[src/rtl/tile_pkg.sv]
// Shared types and constants for the white-tile game controller.
package tile_pkg;

  typedef enum logic [1:0] {
    IDLE = 2'd0,
    PLAY = 2'd1,
    OVER = 2'd2
  } state_t;

  localparam logic [3:0] ROW_TOP = 4'd8;
  localparam logic [3:0] ROW_MID = 4'd4;
  localparam logic [3:0] ROW_BOT = 4'd0;
  localparam logic [3:0] NO_TILE = 4'hF;

  // Feedback taps 16,14,13,11 expressed as bit positions 15,13,12,10.
  localparam logic [15:0] LFSR_TAPS = 16'hB400;

  function automatic logic [15:0] lfsr_next(input logic [15:0] s);
    return {s[14:0], ^(s & LFSR_TAPS)};
  endfunction

  function automatic logic [3:0] row_addr(input logic [3:0] base, input logic [1:0] col);
    return base + {2'b00, col};
  endfunction

endpackage

[src/rtl/tile_lfsr16.sv]
// Free-running 16-bit Fibonacci LFSR; shifts every cycle, seeded on reset.
module tile_lfsr16
  import tile_pkg::*;
#(
  parameter logic [15:0] SEED = 16'hACE1
) (
  input  logic        clk,
  input  logic        rst,
  output logic [15:0] value
);

  always_ff @(posedge clk) begin
    if (rst) value <= SEED;
    else     value <= lfsr_next(value);
  end

endmodule

[src/rtl/tile_game_ctrl.sv]
// Game sequencer for the white-tile display: key decode, hit check,
// row scrolling, score and a per-step timeout that tightens with score.
module tile_game_ctrl
  import tile_pkg::*;
#(
  parameter logic [15:0] LFSR_SEED     = 16'hACE1,
  parameter int unsigned TIMEOUT_INIT  = 50_000_000,
  parameter int unsigned TIMEOUT_STEP  = 2_500_000,
  parameter int unsigned TIMEOUT_MIN   = 10_000_000,
  parameter int unsigned SPEEDUP_EVERY = 8
) (
  input  logic        clk,
  input  logic        rst,
  input  logic [3:0]  key,
  input  logic        start,
  output logic [11:0] pos,
  output logic [15:0] score,
  output logic        playing,
  output logic        game_over,
  output logic        hit
);

  // Handshake note: there is no valid/ready traffic here; key and start are
  // asynchronous levels, and only their synchronised rising edges act.
  logic [3:0] key_s1, key_s2, key_prev;
  logic       start_s1, start_s2, start_prev;
  logic [3:0] key_ev;
  logic       start_ev;

  always_ff @(posedge clk) begin
    if (rst) begin
      key_s1     <= '0;
      key_s2     <= '0;
      key_prev   <= '0;
      start_s1   <= 1'b0;
      start_s2   <= 1'b0;
      start_prev <= 1'b0;
    end else begin
      key_s1     <= key;
      key_s2     <= key_s1;
      key_prev   <= key_s2;
      start_s1   <= start;
      start_s2   <= start_s1;
      start_prev <= start_s2;
    end
  end

  assign key_ev   = key_s2 & ~key_prev;
  assign start_ev = start_s2 & ~start_prev;

  logic [15:0] lfsr;

  tile_lfsr16 #(.SEED(LFSR_SEED)) u_lfsr (
    .clk   (clk),
    .rst   (rst),
    .value (lfsr)
  );

  state_t      state, state_nx;
  logic [1:0]  top_col, mid_col, bot_col;
  logic [1:0]  top_nx, mid_nx, bot_nx;
  logic [15:0] score_nx;
  logic [31:0] limit, limit_nx;
  logic [31:0] timer, timer_nx;
  logic        hit_nx;

  logic [15:0] score_inc;
  logic [1:0]  new_top;
  logic [31:0] faster_limit;
  logic        multi_ev;
  logic        speedup;

  always_ff @(posedge clk) begin
    if (rst) begin
      state   <= IDLE;
      top_col <= 2'd0;
      mid_col <= 2'd0;
      bot_col <= 2'd0;
      score   <= 16'd0;
      limit   <= TIMEOUT_INIT;
      timer   <= 32'd0;
      hit     <= 1'b0;
    end else begin
      state   <= state_nx;
      top_col <= top_nx;
      mid_col <= mid_nx;
      bot_col <= bot_nx;
      score   <= score_nx;
      limit   <= limit_nx;
      timer   <= timer_nx;
      hit     <= hit_nx;
    end
  end

  always_comb begin
    state_nx  = state;
    top_nx    = top_col;
    mid_nx    = mid_col;
    bot_nx    = bot_col;
    score_nx  = score;
    limit_nx  = limit;
    timer_nx  = timer;
    hit_nx    = 1'b0;

    multi_ev  = (key_ev & (key_ev - 4'd1)) != 4'd0;
    score_inc = (score == 16'hFFFF) ? score : score + 16'd1;
    // The fresh top tile must never stack onto the column it scrolls away from.
    new_top   = (lfsr[1:0] == top_col) ? lfsr[1:0] + 2'd1 : lfsr[1:0];
    // Comparing against STEP+MIN keeps the subtraction from ever underflowing.
    faster_limit = (limit >= TIMEOUT_STEP + TIMEOUT_MIN) ? limit - TIMEOUT_STEP
                                                         : TIMEOUT_MIN;
    speedup   = (score_inc != 16'd0) &&
                (({16'd0, score_inc} % SPEEDUP_EVERY) == 32'd0);

    case (state)
      IDLE, OVER: begin
        if (start_ev) begin
          state_nx = PLAY;
          bot_nx   = lfsr[1:0];
          mid_nx   = lfsr[3:2];
          top_nx   = lfsr[5:4];
          score_nx = 16'd0;
          limit_nx = TIMEOUT_INIT;
          timer_nx = TIMEOUT_INIT;
        end
      end
      PLAY: begin
        if (multi_ev) begin
          state_nx = OVER;
        end else if (key_ev == (4'b0001 << bot_col)) begin
          bot_nx   = mid_col;
          mid_nx   = top_col;
          top_nx   = new_top;
          score_nx = score_inc;
          hit_nx   = 1'b1;
          if (speedup) limit_nx = faster_limit;
          timer_nx = speedup ? faster_limit : limit;
        end else if (key_ev != 4'd0) begin
          state_nx = OVER;
        end else if (timer <= 32'd1) begin
          state_nx = OVER;
        end else begin
          timer_nx = timer - 32'd1;
        end
      end
      default: state_nx = IDLE;
    endcase
  end

  assign pos = (state == IDLE) ? {NO_TILE, NO_TILE, NO_TILE}
                               : {row_addr(ROW_TOP, top_col),
                                  row_addr(ROW_MID, mid_col),
                                  row_addr(ROW_BOT, bot_col)};
  assign playing   = (state == PLAY);
  assign game_over = (state == OVER);

endmodule

[config.mk]
export PLATFORM = sky130hd
export DESIGN_NAME = tile_game_ctrl
export DESIGN_NICKNAME = d
export VERILOG_FILES = /design/src/rtl/tile_pkg.sv /design/src/rtl/tile_lfsr16.sv /design/src/rtl/tile_game_ctrl.sv
export SDC_FILE = /design/constraint.sdc
export NUM_CORES = 1
export LEC_CHECK = 0
export ABC_AREA = 1
export BUFFER_PORTS_ARGS = -buffer_cell sky130_fd_sc_hd__clkbuf_2
export CORE_MARGIN = 3
export CORE_UTILIZATION = 55
export CTS_CLUSTER_SIZE = 14
export DETAILED_ROUTE_END_ITERATION = 6
export PLACE_DENSITY = 0.75
export SYNTH_ARGS = -nofsm -noshare
export SYNTH_HDL_FRONTEND = slang
export SYNTH_SLANG_ARGS = --single-unit
[constraint.sdc]
create_clock -name clk -period 2.8 [get_ports clk]
set_input_delay 0.28 -clock clk [delete_from_list [all_inputs] [get_ports clk]]
set_output_delay 0.28 -clock clk [all_outputs]
set_load 0.1 [all_outputs]
After elaboration in Yosys (flattened, before gate mapping)
Cells that the tools add are included.
- output and inout port bits: 31
- input port bits: 7
- register bits: 120
- bitwise operators: 6
- $add $sub $neg: 7
- order comparisons: 2
- shifts and indexed selects: 1
- reductions and logical operators: 13
- equal/unequal tests: 12
- muxes and demuxes: 37
- operators by type and width (cell ; number):
    $mux 32 ; 9
    $pmux 32 s2 ; 2
    $mux 16 ; 4
    $ge 32x24->1 const B ; 1
    $le 32x1->1 const B ; 1
    $logic_not 32->1 ; 1
    $pmux 16 s2 ; 1
    $sub 32x1->32 const B ; 1
    $sub 32x22->32 const B ; 1
    $mux 2 ; 15
    $add 16x1->16 const B ; 1
    $eq 16x16->1 const B ; 1
    $pmux 2 s2 ; 4
    $reduce_bool 16->1 ; 1
    $reduce_xor 16->1 ; 1
    $mux 12 ; 1
    $ne 3x3->1 const B ; 3
    $and 4x4->4 ; 2
    $reduce_bool 4->1 ; 2
    $reduce_and 5->1 ; 1
    $add 3x2->4 const A ; 1
    $add 4x2->4 const A ; 1
    $eq 4x4->1 ; 1
    $ne 2x2->1 const B ; 2
    19 further kinds ; 20

Logic depth before layout (Yosys ltp)
- depth after elaboration: 8
- depth in mapped cells: 18
- depth with buffers taken out: 17

Hierarchy
A second synthesis with hierarchy kept.
- cell total of the unflattened synthesis: 1234
- area total of the unflattened synthesis: 7452.1 um^2
- modules (own cells, without submodules) (module ; times used ; cells an instance ; area an instance (um^2) ; seq. area each (um^2)):
    tile_game_ctrl ; 1 ; 1175 ; 6949.2 ; 2082.0
    tile_lfsr16 ; 1 ; 59 ; 503.0 ; 320.3

Least setup slack after synthesis
OpenSTA, ideal clock, no wires.
- path type: reg-to-reg
- from: reg score[0]
- to: reg limit[12]
- setup slack: -0.331 ns
- data required time: 2.681 ns
- data arrival time: 3.012 ns
- stages on the path, launching flop included: 15
- clock period less this slack: 3.131 ns
- setup time: 0.119 ns
- buffers on the path: 1
- path through: dfxtp_1 ha_1 inv_2 nor2_4 nand2_2 nor2_8 xor2_1 inv_1 nor3_4 nand2_2 buf_4 nand2_1 o21ai_2 o21ai_0 nand2_1
- longest elaborated chain between the ends: 8
- elaborated cells on any way between the ends: 10
- those cells by class: add/sub: 1; eq/ne: 1; mux: 5; reduce/logical: 3
- RTL lines (what ; line ; source):
    start, declared ; tile_game_ctrl.sv:17 ; output logic [15:0] score,
    start signal, assigned ; tile_game_ctrl.sv:88 ; score <= score_nx;
    $add 16x1->16 / $eq 16x16->1 (equally long branches) ; tile_game_ctrl.sv:106 ; score_inc = (score == 16'hFFFF) ? score : score + 16'd1;
    $mux 16 (*) ; tile_game_ctrl.sv:106 ;
    $logic_not 32->1 / $reduce_bool 16->1 (equally long branches) ; tile_game_ctrl.sv:113, tile_game_ctrl.sv:112 ;
    $logic_and 1x1->1 (*) ; tile_game_ctrl.sv:112 ; speedup = (score_inc != 16'd0) &&
    $mux 32 (*) (3 in a row) ; -- ;
    $pmux 32 s2 (*) ; -- ;
    end signal, assigned ; tile_game_ctrl.sv:89 ; limit <= limit_nx;
    end, declared ; tile_game_ctrl.sv:63 ; logic [31:0] limit, limit_nx;
Mark *: on every way between the ends. The rest lies on a longest branch, timed or not. The select of a mux whose other input is x is not followed.
A chain may end at the register's enable or synchronous reset.

Final worst setup path
- from: reg score[1]
- to: reg timer[28]
- longest elaborated chain between the ends: 8
- elaborated cells on any way between the ends: 10
- those cells by class: add/sub: 1; eq/ne: 1; mux: 5; reduce/logical: 3
- RTL lines (what ; line ; source):
    $add 16x1->16 / $eq 16x16->1 (equally long branches) ; tile_game_ctrl.sv:106 ;
    $mux 16 (*) ; tile_game_ctrl.sv:106 ;
    $logic_not 32->1 / $reduce_bool 16->1 (equally long branches) ; tile_game_ctrl.sv:113, tile_game_ctrl.sv:112 ;
    $logic_and 1x1->1 (*) ; tile_game_ctrl.sv:112 ;
    $mux 32 (*) ; -- ;
    $mux 32 (*) ; tile_game_ctrl.sv:130 ; end else if (key_ev == (4'b0001 << bot_col)) begin
    $mux 32 (*) ; tile_game_ctrl.sv:128 ; if (multi_ev) begin
    $pmux 32 s2 (*) ; tile_game_ctrl.sv:115 ; case (state)
    end signal, assigned ; tile_game_ctrl.sv:90 ; timer <= timer_nx;
    end, declared ; tile_game_ctrl.sv:64 ; logic [31:0] timer, timer_nx;
Marked as above.

==> metrics <==
status=finished clean; register bit total from synthesis=120; post-CTS setup buffer count=0; Final Hold Fails=0; met3 wire len=885 um; Req. time, crit path=3.07 ns; Iteration-0 DRC Markers=663; Mapped Cells=1186; Setup-failing EPs final=0; RR Startpoint=score[1]$_SDFFE_PP0P_; pwr dens=609.8 mW/mm^2; Non-Filler Instances=1393; fmax=386.0 MHz; Slew Limit Fails=0; Post-route DRC=0; Final Cycle Share=92.53%; wire length on met2=8938 um; Worst Path Max Fanout=22; post-route setup slack=0.2092 ns; Pwr Total=4.996 mW; DR vias=7533; Initial Util=56.85%; Clock Sinks=120; CP startpoint=score[1]$_SDFFE_PP0P_; num ports=38; CTS tree=built; die area=0.01456 sq mm; vias per inst=5.408; unrepaired setup endpoints after global routing=no; CTS root buf=clkbuf_16; Final Core Density=64.40%; Tmin final=2.591 ns; mapped cell area=0.007232 sq mm; first-pass GRT wire length=31670 um; Synth warnings=0; H-tree depth=4; initial antenna violation count=0; number of buffers created by CTS=17; syn_area_per_cell=6.098 sq um; met1 WL=8433 um; max cap viols=0; routability cong.=0.9622; die extent in y=120.7 um; Inst Count DP=1361; dpl ws=0.1572 ns; Slew Limit Headroom=36.08%; ANT nets after route=0; worst path arrival time=2.86 ns; vias in the first global route=6861; Horiz. Die Dim=120.7 um; Worst R2R End=timer[28]$_SDFFE_PP0P_; Top Metal Used=met4; routed len/inst=13.48 um; Setup crit end kind=flip-flop; Setup CP Type=reg -> reg; nets@finish=1219; most common cell after layout, fill and taps aside=nand2_1; GRT Overall Usage=26.60%; worst hold path type=in -> reg; Netlist cell types=39; ys async rst share=0%; FF-to-FF setup slack=0.21 ns; crit path to=timer[28]$_SDFFE_PP0P_; P_leak=3.674 nW; post-synthesis sequential area ratio=33.22%; grt ovf=0; Hold WS=0.04037 ns; Worst Tran Pin Value=0.9588 ns; Final TNS setup=0 ns; Reg2Reg Depth=17; # diodes=0; Clock Latency Late Sink=0.43 ns; Worst Skew=0.01053 ns; Layout area overhead=13.29%; fraction of layout cells with a size suffix above 1=11.79%; Peak VDD IR=0.5413 mV; port bufs=35; hpwl dp=12950 um; core area=0.01272 sq mm; clk buf depth=2; EDFF count, synth=0; Detailed Route WL=18780 um; Hold Crit Start=key[2]; most frequent cells in the layout=nand2_1, nor2_1, inv_1; Startpoint Class=flip-flop; Placed Area=0.007564 sq mm; largest net degree at the start of global routing=94; Reg clk slew, reported paths=0.06 ns; ys flop type=dfxtp_1; First-pass DRT Iterations=7; final instance area=0.008193 sq mm; # fillers=1219; cell row count=41
## state kept, by name, summed over array words and instances, names as in the netlist, 2 cells and up
signal,count
bot_col,2
key_prev,4
key_s1,4
key_s2,4
limit,32
mid_col,2
score,16
state,2
timer,32
top_col,2
u_lfsr.value,16
## cells by family after synthesis
group | Yosys count | share of synthesized area, %
fa+ha+maj | 4 | 0.6921
simple gates | 655 | 38.27
xor+xnor | 30 | 3.633
flops | 120 | 33.22
compound gates | 197 | 14.36
other cells | 1 | 0.05185
buf+inv | 179 | 9.775
## synthesized netlist by cell type (7+ instances only)
cell      count  area, sq um
a21oi_1     111        555.5
xnor2_1       9        78.83
nand2_1     325         1220
buf_4         8        60.06
nor2_1      165        619.3
nor3_1       19        95.09
or2_2        19        118.9
o21ai_0      60        300.3
clkbuf_1     37        138.9
nand3_1      95        475.5
xor2_1       21        183.9
inv_1       123        461.7
nand4_1      16        100.1
o21ai_1       7        35.03
dfxtp_1     120         2402
## critical path, cell delays in order (launching register included)
cell	delay [ns]
dfxtp_2	0.38
ha_1	0.22
inv_2	0.06
nor2_4	0.14
nand2_2	0.12
nor2_8	0.19
nand2_1	0.06
o21ai_1	0.13
nand3_1	0.12
nor2_1	0.14
nand2_2	0.09
nand2_4	0.17
buf_12	0.20
nand2_1	0.08
nand2_1	0.12
nand2_1	0.07
nand2_1	0.08
a21oi_1	0.05
## repair_timing
action                                  in CTS  in global routing
endpoints found under the setup margin       0                 25
resized for setup                            0                 12
hold buffers                                 0                  0
## per-layer routing
| layer | vias to the layer above | track usage [%] |
|---|---|---|
| met5 | - | 0 |
| met4 | 0 | 11.83 |
| met3 | 38 | 4.490 |
| met2 | 217 | 44.78 |
| met1 | 3428 | 33.44 |
| li1 | 3850 | - |
## worst min path at each step
stage                      endpoint  slack, ns  cells past startpoint
6_report       key_s1[2]$_SDFF_PP0_       0.04                      3
2_1_floorplan  key_s1[0]$_SDFF_PP0_       0.39                      2
5_1_grt        key_s1[3]$_SDFF_PP0_       0.04                      3
4_1_cts        key_s1[2]$_SDFF_PP0_       0.03                      3
3_3_place_gp   key_s2[3]$_SDFF_PP0_       0.39                      2
3_5_place_dp    start_s2$_SDFF_PP0_       0.39                      2
## layout make-up
cell class	count	area (sq um)	share of cell area [%]
clock buffers	19	452.9	5.528
clock inverters	13	141.4	1.726
inverters	129	486.7	5.941
multi-input cells	888	4164	50.82
flip-flops and latches	120	2417	29.51
well taps	172	215.2	2.627
repair buffers	52	315.3	3.848
## where the power goes
group	switching (mW)	internal, mW
logic	0.662	0.272
clock network	0.845	1.36
registers	0.0739	1.78
Note: power is estimated with default switching activity, not from simulation.
